$ cat src/rtl/core_pkg.sv
// Shared core definitions: default reset PC, fetch buffer entry layout and
// the word-alignment helper used when loading redirect targets.
package core_pkg;

  localparam logic [31:0] RESET_PC_DEFAULT = 32'h0000_0000;

  typedef struct packed {
    logic [31:0] pc;
    logic [31:0] ir;
  } fetch_entry_t;

  function automatic logic [31:0] word_align(input logic [31:0] a);
    return a & 32'hFFFF_FFFC;
  endfunction

endpackage

$ cat src/rtl/fetch_unit_if.sv
// Instruction memory request/response bus.
//   imem_req/imem_addr : request valid and word-aligned address (fetch side)
//   imem_ack           : request accepted this cycle (memory side)
//   imem_rvalid/rdata  : in-order read response (memory side)
interface fetch_unit_if;
  logic        imem_req;
  logic [31:0] imem_addr;
  logic        imem_ack;
  logic        imem_rvalid;
  logic [31:0] imem_rdata;

  modport master (
    output imem_req, imem_addr,
    input  imem_ack, imem_rvalid, imem_rdata
  );

  modport slave (
    input  imem_req, imem_addr,
    output imem_ack, imem_rvalid, imem_rdata
  );
endinterface

$ cat src/rtl/instr_fifo.sv
// Instruction buffer: DEPTH-entry circular FIFO of {pc, ir} entries.
//   clk, reset : clock and synchronous active-high reset
//   clear      : drop all entries (takes priority over push/pop)
//   push, din  : write an entry at the tail
//   pop        : retire the head entry
//   dout       : head entry (combinational)
//   count      : number of valid entries
module instr_fifo
  import core_pkg::*;
#(
  parameter int unsigned DEPTH = 2
) (
  input  logic                       clk,
  input  logic                       reset,
  input  logic                       clear,
  input  logic                       push,
  input  fetch_entry_t               din,
  input  logic                       pop,
  output fetch_entry_t               dout,
  output logic [$clog2(DEPTH+1)-1:0] count
);

  localparam int unsigned PW = $clog2(DEPTH);
  localparam int unsigned CW = $clog2(DEPTH+1);

  fetch_entry_t    mem [DEPTH];
  logic [PW-1:0]   rd_ptr;
  logic [PW-1:0]   wr_ptr;
  logic            do_push;
  logic            do_pop;

  // Pointers wrap explicitly so non-power-of-two depths work.
  function automatic logic [PW-1:0] ptr_next(input logic [PW-1:0] p);
    return (p == PW'(DEPTH - 1)) ? '0 : p + 1'b1;
  endfunction

  assign do_push = push && (count < CW'(DEPTH));
  assign do_pop  = pop && (count != '0);
  assign dout    = mem[rd_ptr];

  always_ff @(posedge clk) begin
    if (reset || clear) begin
      rd_ptr <= '0;
      wr_ptr <= '0;
      count  <= '0;
    end else begin
      if (do_push) wr_ptr <= ptr_next(wr_ptr);
      if (do_pop)  rd_ptr <= ptr_next(rd_ptr);
      count <= count + CW'(do_push) - CW'(do_pop);
    end
  end

  always_ff @(posedge clk) begin
    if (do_push && !clear && !reset) mem[wr_ptr] <= din;
  end

endmodule

$ cat src/rtl/fetch_unit.sv
// Instruction fetch unit: issues in-order word fetches under a credit limit,
// buffers responses, and redirects on EX flush or predicted-taken jumps.
//   clk, reset          : clock, synchronous active-high reset
//   imem                : instruction memory bus (master side)
//   valid_out/ready_out : head-of-buffer handshake toward decode
//   PC_IF/IR_IF         : PC and instruction of the head entry
//   jump_pred_IF/addr   : predictor verdict and target for the head
//   flush_EX/target_EX  : EX-stage redirect and target
module fetch_unit
  import core_pkg::*;
#(
  parameter logic [31:0] RESET_PC = RESET_PC_DEFAULT,
  parameter int unsigned DEPTH    = 2
) (
  input  logic                clk,
  input  logic                reset,
  fetch_unit_if.master        imem,
  output logic                valid_out,
  input  logic                ready_out,
  output logic [31:0]         PC_IF,
  output logic [31:0]         IR_IF,
  input  logic                jump_pred_IF,
  input  logic [31:0]         jump_addr_IF,
  input  logic                flush_EX,
  input  logic [31:0]         target_EX
);

  localparam int unsigned CW = $clog2(DEPTH+1);

  logic [31:0]   fetch_pc;
  logic [31:0]   rsp_pc;
  logic [CW-1:0] outstanding;
  logic [CW-1:0] drop;
  logic [CW-1:0] count;
  logic          pop;
  logic          redirect;
  logic [31:0]   redirect_pc;
  logic          credit_ok;
  logic          fire;
  logic          rsp;
  logic          push;
  fetch_entry_t  push_entry;
  fetch_entry_t  head;

  assign valid_out   = (count != '0);
  assign pop         = valid_out && ready_out;
  assign redirect    = flush_EX || (pop && jump_pred_IF);
  assign redirect_pc = word_align(flush_EX ? target_EX : jump_addr_IF);

  // Buffered plus in-flight entries may never exceed DEPTH, so every
  // response is guaranteed a free slot.
  assign credit_ok = ({1'b0, outstanding} + {1'b0, count}) < (CW+1)'(DEPTH);

  assign imem.imem_req  = !reset && !redirect && credit_ok;
  assign imem.imem_addr = fetch_pc;

  assign fire = imem.imem_req && imem.imem_ack;
  assign rsp  = imem.imem_rvalid && !reset;
  // Responses still owed from before a redirect are counted in drop and
  // discarded; a response landing in the redirect cycle is discarded too.
  assign push = rsp && (drop == '0) && !redirect;

  assign push_entry = '{pc: rsp_pc, ir: imem.imem_rdata};
  assign PC_IF      = head.pc;
  assign IR_IF      = head.ir;

  always_ff @(posedge clk) begin
    if (reset) begin
      fetch_pc    <= RESET_PC;
      rsp_pc      <= RESET_PC;
      outstanding <= '0;
      drop        <= '0;
    end else begin
      outstanding <= outstanding + CW'(fire) - CW'(rsp);
      if (redirect) begin
        fetch_pc <= redirect_pc;
        rsp_pc   <= redirect_pc;
        drop     <= outstanding - CW'(rsp);
      end else begin
        if (fire) fetch_pc <= fetch_pc + 32'd4;
        if (rsp) begin
          if (drop != '0) drop   <= drop - 1'b1;
          else            rsp_pc <= rsp_pc + 32'd4;
        end
      end
    end
  end

  instr_fifo #(.DEPTH(DEPTH)) u_fifo (
    .clk   (clk),
    .reset (reset),
    .clear (redirect),
    .push  (push),
    .din   (push_entry),
    .pop   (pop),
    .dout  (head),
    .count (count)
  );

  rvalid_needs_outstanding: assert property (
    @(posedge clk) disable iff (reset) !(imem.imem_rvalid && outstanding == '0)
  );

endmodule

$ cat src/flat_wrapper.sv
// flat-port wrapper written by rule: the top's interface ports become plain ports
module fetch_unit_flat import core_pkg::*;
#(
  parameter logic [31:0] RESET_PC = RESET_PC_DEFAULT,
  parameter int unsigned DEPTH    = 2
)
  (clk, reset, valid_out, ready_out, PC_IF, IR_IF, jump_pred_IF, jump_addr_IF, flush_EX, target_EX, imem_imem_req, imem_imem_addr, imem_imem_ack, imem_imem_rvalid, imem_imem_rdata);
  fetch_unit_if imem_i ();
  input  logic clk;
  input  logic reset;
  output logic valid_out;
  input  logic ready_out;
  output logic [31:0] PC_IF;
  output logic [31:0] IR_IF;
  input  logic jump_pred_IF;
  input  logic [31:0] jump_addr_IF;
  input  logic flush_EX;
  input  logic [31:0] target_EX;
  output wire logic [$bits(imem_i.imem_req)-1:0] imem_imem_req;
  output wire logic [$bits(imem_i.imem_addr)-1:0] imem_imem_addr;
  input wire logic [$bits(imem_i.imem_ack)-1:0] imem_imem_ack;
  input wire logic [$bits(imem_i.imem_rvalid)-1:0] imem_imem_rvalid;
  input wire logic [$bits(imem_i.imem_rdata)-1:0] imem_imem_rdata;
  assign imem_imem_req = imem_i.imem_req;
  assign imem_imem_addr = imem_i.imem_addr;
  assign imem_i.imem_ack = imem_imem_ack;
  assign imem_i.imem_rvalid = imem_imem_rvalid;
  assign imem_i.imem_rdata = imem_imem_rdata;
  fetch_unit #(.RESET_PC(RESET_PC), .DEPTH(DEPTH)) u_core (.clk(clk), .reset(reset), .imem(imem_i), .valid_out(valid_out), .ready_out(ready_out), .PC_IF(PC_IF), .IR_IF(IR_IF), .jump_pred_IF(jump_pred_IF), .jump_addr_IF(jump_addr_IF), .flush_EX(flush_EX), .target_EX(target_EX));
endmodule
$ cat config.mk
export PLATFORM = sky130hd
export DESIGN_NAME = fetch_unit_flat
export DESIGN_NICKNAME = d
export VERILOG_FILES = /design/src/rtl/core_pkg.sv /design/src/rtl/fetch_unit_if.sv /design/src/rtl/instr_fifo.sv /design/src/rtl/fetch_unit.sv /design/src/flat_wrapper.sv
export SDC_FILE = /design/constraint.sdc
export NUM_CORES = 1
export LEC_CHECK = 0
export CORE_ASPECT_RATIO = 1.5
export CORE_UTILIZATION = 54
export DETAILED_ROUTE_END_ITERATION = 8
export PLACE_DENSITY = 0.88
export SLEW_MARGIN = 20
export SYNTH_ARGS = -nofsm -noshare
export SYNTH_HDL_FRONTEND = slang
export SYNTH_SLANG_ARGS = --single-unit
$ cat constraint.sdc
create_clock -name clk -period 9.1 [get_ports clk]
set_input_delay 1.82 -clock clk [delete_from_list [all_inputs] [get_ports clk]]
set_output_delay 1.82 -clock clk [all_outputs]
set_load 0.1 [all_outputs]
==> impl_summary.txt <==
----------------------------------------------------
[Floorplan]
  Number of I/O pins ... 201
  Floorplan die area ... 0.0163 mm^2
  Die Height ... 156 um
  Standard-cell row count ... 55
  Initial Utilization ... 0.558
  X dimension of the die ... 105 um
  Core area ... 0.0153 mm^2

[Logic synthesis]
  Synthesized instance count ... 685
  Share of Yosys cell area claimed by the top area cell type ... 0.437
  Yosys warnings ... 0
  Synth Cell Area ... 0.00853 mm^2
  Largest area contributor in the synthesized netlist ... edfxtp_1
  Sequential cell area fraction in the yosys report ... 0.599
  Distinct cell type count after synthesis ... 63
  Post-synthesis sequential element count ... 193
  Leading cell type by number of instances after synthesis ... edfxtp_1
  Asr flop ratio synth ... 0
  Synth Area per Inst ... 12.4 um^2
  Top post-synthesis cells by area ... edfxtp_1 (44%), dfxtp_1 (16%), mux2_2 (8.3%)
  Count of flip-flops with a built-in enable after synthesis ... 124
  Most used flip-flop cell after synthesis ... edfxtp_1
  Most frequent cells after synthesis ... edfxtp_1 (124), dfxtp_1 (69), mux2_2 (63), a21oi_1 (50), nand2_1 (33)

[Finish]
  Number of cells in the finished layout apart from fillers ... 1085
  Ant diodes ... 0
  Fraction of final layout cells with drive strength greater than 1 ... 0.130
  # nets final ... 984
  Area growth from synthesis to final layout ... 32.2%

[Route]
  Iteration-0 DRC count of the detailed router ... 506
  Avg Vias per Cell ... 5.95
  Post-route ant nets ... 0
  Detailed-route via count ... 6457
  Detailed-routing wirelength on met1 ... 7640 um
  Met3 wire len ... 1330 um
  Routed wire length per instance ... 18.7 um
  Total Routed Length ... 20300 um
  Met2 WL post-DR ... 10500 um
  Remaining routing DRC violations ... 0
  DR top layer ... met4
  Initial DRT Pass Iterations ... 5

[CTS]
  Number of setup buffers added after CTS ... 0
  Worst-Skew Late Latency ... 0.42 ns
  Clock tree root driver cell ... clkbuf_16
  Register clock-pin slew on the reported worst setup and hold paths ... 0.07 ns
  CTS-repair resized insts ... 0
  Number of clock sinks ... 193
  CTS tree ... built
  Number of buffers inserted by hold repair at cts ... 0
  Clock buffers created by TritonCTS ... 17
  Maximum clock insertion buffer count ... 2
  H-tree levels ... 4

[Critical path]
  Cell with the most instances on the worst path ... clkdlybuf4s50_1
  Type of the worst setup path ... in -> out
  Launch point of the worst reg-to-reg path ... u_core.u_fifo.count[1]
  CP peak stage delay ... 1.20 ns
  Crit-path slowest cell ... clkdlybuf4s50_1
  FF-to-FF setup slack ... 5.88 ns
  Critical-path cell list ... clkdlybuf4s50_1 > buf_4 > inv_1 > nand2_1 > nor4_1 > clkdlybuf4s50_1
  Required time at the endpoint of the critical path ... 7.28 ns
  Biggest fanout along the worst timing path ... 24
  Reg2Reg Depth ... 7
  Crit end category ... output pin
  Endpoint arrival time on the critical path ... 4.66 ns
  Worst reg2reg path endpoint ... u_core.u_fifo.mem[0][58]
  Crit path launch type ... input port

[STA]
  Final period util ... 0.712
  Worst slew pin tran ... 1.05 ns
  Fin Clk Skew ... 0.0127 ns
  Final hold vios ... 0
  Setup TNS Final ... 0 ns
  Tmin final ... 6.48 ns
  Setup repair after global routing missed its margin ... no
  Final slew viol count ... 0
  Achievable Freq ... 0.154 GHz
  Max-slew headroom ... 0.295
  Total of endpoints with negative setup slack in the final report ... 0

[Global route]
  Global-route wire length before repair ... 32000 um
  Global-route congestion overflow total ... 0
  Vias in the first global route ... 6424
  Number of antenna violations at the first check in global routing ... 0
  Largest net degree at the start of global routing ... 63
  Global Route Usage Sum ... 0.252

[Hold path]
  HP Start ... u_core.rsp_pc[30]
  Cells on Worst Hold Path ... 0
  Min-Delay Path Class ... reg -> reg
  Sink of the worst hold path ... u_core.u_fifo.mem[0][62]

[Placement]
  Placed cell count ... 1053
  Weighted congestion at the end of routability-driven global placement ... 0.952
  Input/output buffers ... 192
  Final HPWL from detailed placement ... 13900 um

[Power and ir drop]
  IR Drop Worst-Case VDD ... 113 uV
  Total power divided by cell area ... 189 mW/mm^2
  Leakage power total ... 3.82 nW

[Status]
  Result of the run ... finished clean

[Run]
  Max-Cap Viols ... 0

----------------------------------------------------
## worst max-delay path, delay by kind of cell
kind / cells / cell delay (ns)
buffers and inverters: 4 / 2.39
AND/OR/NAND/NOR: 2 / 0.45
## cells by family (layout without fill, tap and decap cells)
family	Yosys count	count (layout)	synth area share
adders and majority gates	8	8	0.0126
xor gates and xnor gates	45	45	0.0462
muxes	66	66	0.0867
and+or+nand+nor	195	195	0.135
other	1	4	0.000440
DFF	193	193	0.599
buffers and inverters	53	251	0.0263
AOI/OAI and AO/OA	124	124	0.0944
## final cells by class
type                    count  area (um^2)
inverters                  19         71.3
multi-input cells         442         3220
clock inverters            12          204
repair buffers            200         1980
flip-flops and latches    193         5110
clock buffers              20          437
well taps                 199          249
fillers                  1041         4000
## per-layer routing
layer  track usage  vias up
met2         0.446      325
met1         0.293     3086
met5             0        -
met3        0.0459       62
li1              -     2984
met4         0.127        0
## registers in the layout, indices dropped and copies added, names as in the netlist, named ones only
register               cells
u_core.u_fifo.wr_ptr       1
u_core.u_fifo.rd_ptr       1
u_core.outstanding         2
u_core.imem.imem_addr     30
u_core.u_fifo.mem        124
u_core.rsp_pc             30
u_core.drop                2
u_core.u_fifo.count        2
## report_power, final
| group | internal [mW] | leakage, nW | switching, mW |
|---|---|---|---|
| Combinational | 0.109 | 1.82 | 0.227 |
| Clock | 0.491 | 0.304 | 0.311 |
| Sequential | 0.963 | 1.69 | 0.0323 |
## metrics by stage
| stage | util | cell area, um^2 | hold slack, ns | worst slack (ns) | power [mW] |
|---|---|---|---|---|---|
| after floorplan | - | 8540 | 0.426 | 2.03 | 1.24 |
| after global placement | 0.696 | 10600 | 0.450 | 2.66 | 1.34 |
| after detailed placement | 0.696 | 10600 | 0.463 | 2.65 | 1.35 |
| after CTS | 0.738 | 11300 | 0.472 | 2.65 | 2.14 |
| after global routing | 0.738 | 11300 | 0.478 | 2.43 | 2.20 |
| final | 0.738 | 11300 | 0.481 | 2.62 | 2.13 |
## worst max-delay path by stage
stage,from,slack [ns],end,cells past startpoint
finish,flush_EX,2.62,imem_imem_req,6
global route,flush_EX,2.43,imem_imem_req,6
CTS,flush_EX,2.65,imem_imem_req,6
detailed placement,flush_EX,2.65,imem_imem_req,6
global placement,flush_EX,2.66,imem_imem_req,6
floorplan,ready_out,2.03,imem_imem_req,4
## placed cells by master (no fill, tap or decap), types with 15 or more instances in the layout
cell	n
mux2_2	63
xor2_1	30
edfxtp_1	124
nor3_1	25
o221ai_1	19
inv_1	19
nor2_1	20
dfxtp_1	68
clkbuf_16	17
nand3_1	26
clkdlybuf4s50_1	192
a21oi_1	50
nand4_1	26
nand2_1	33
xnor2_1	15
(Power assumes the default switching activity.)
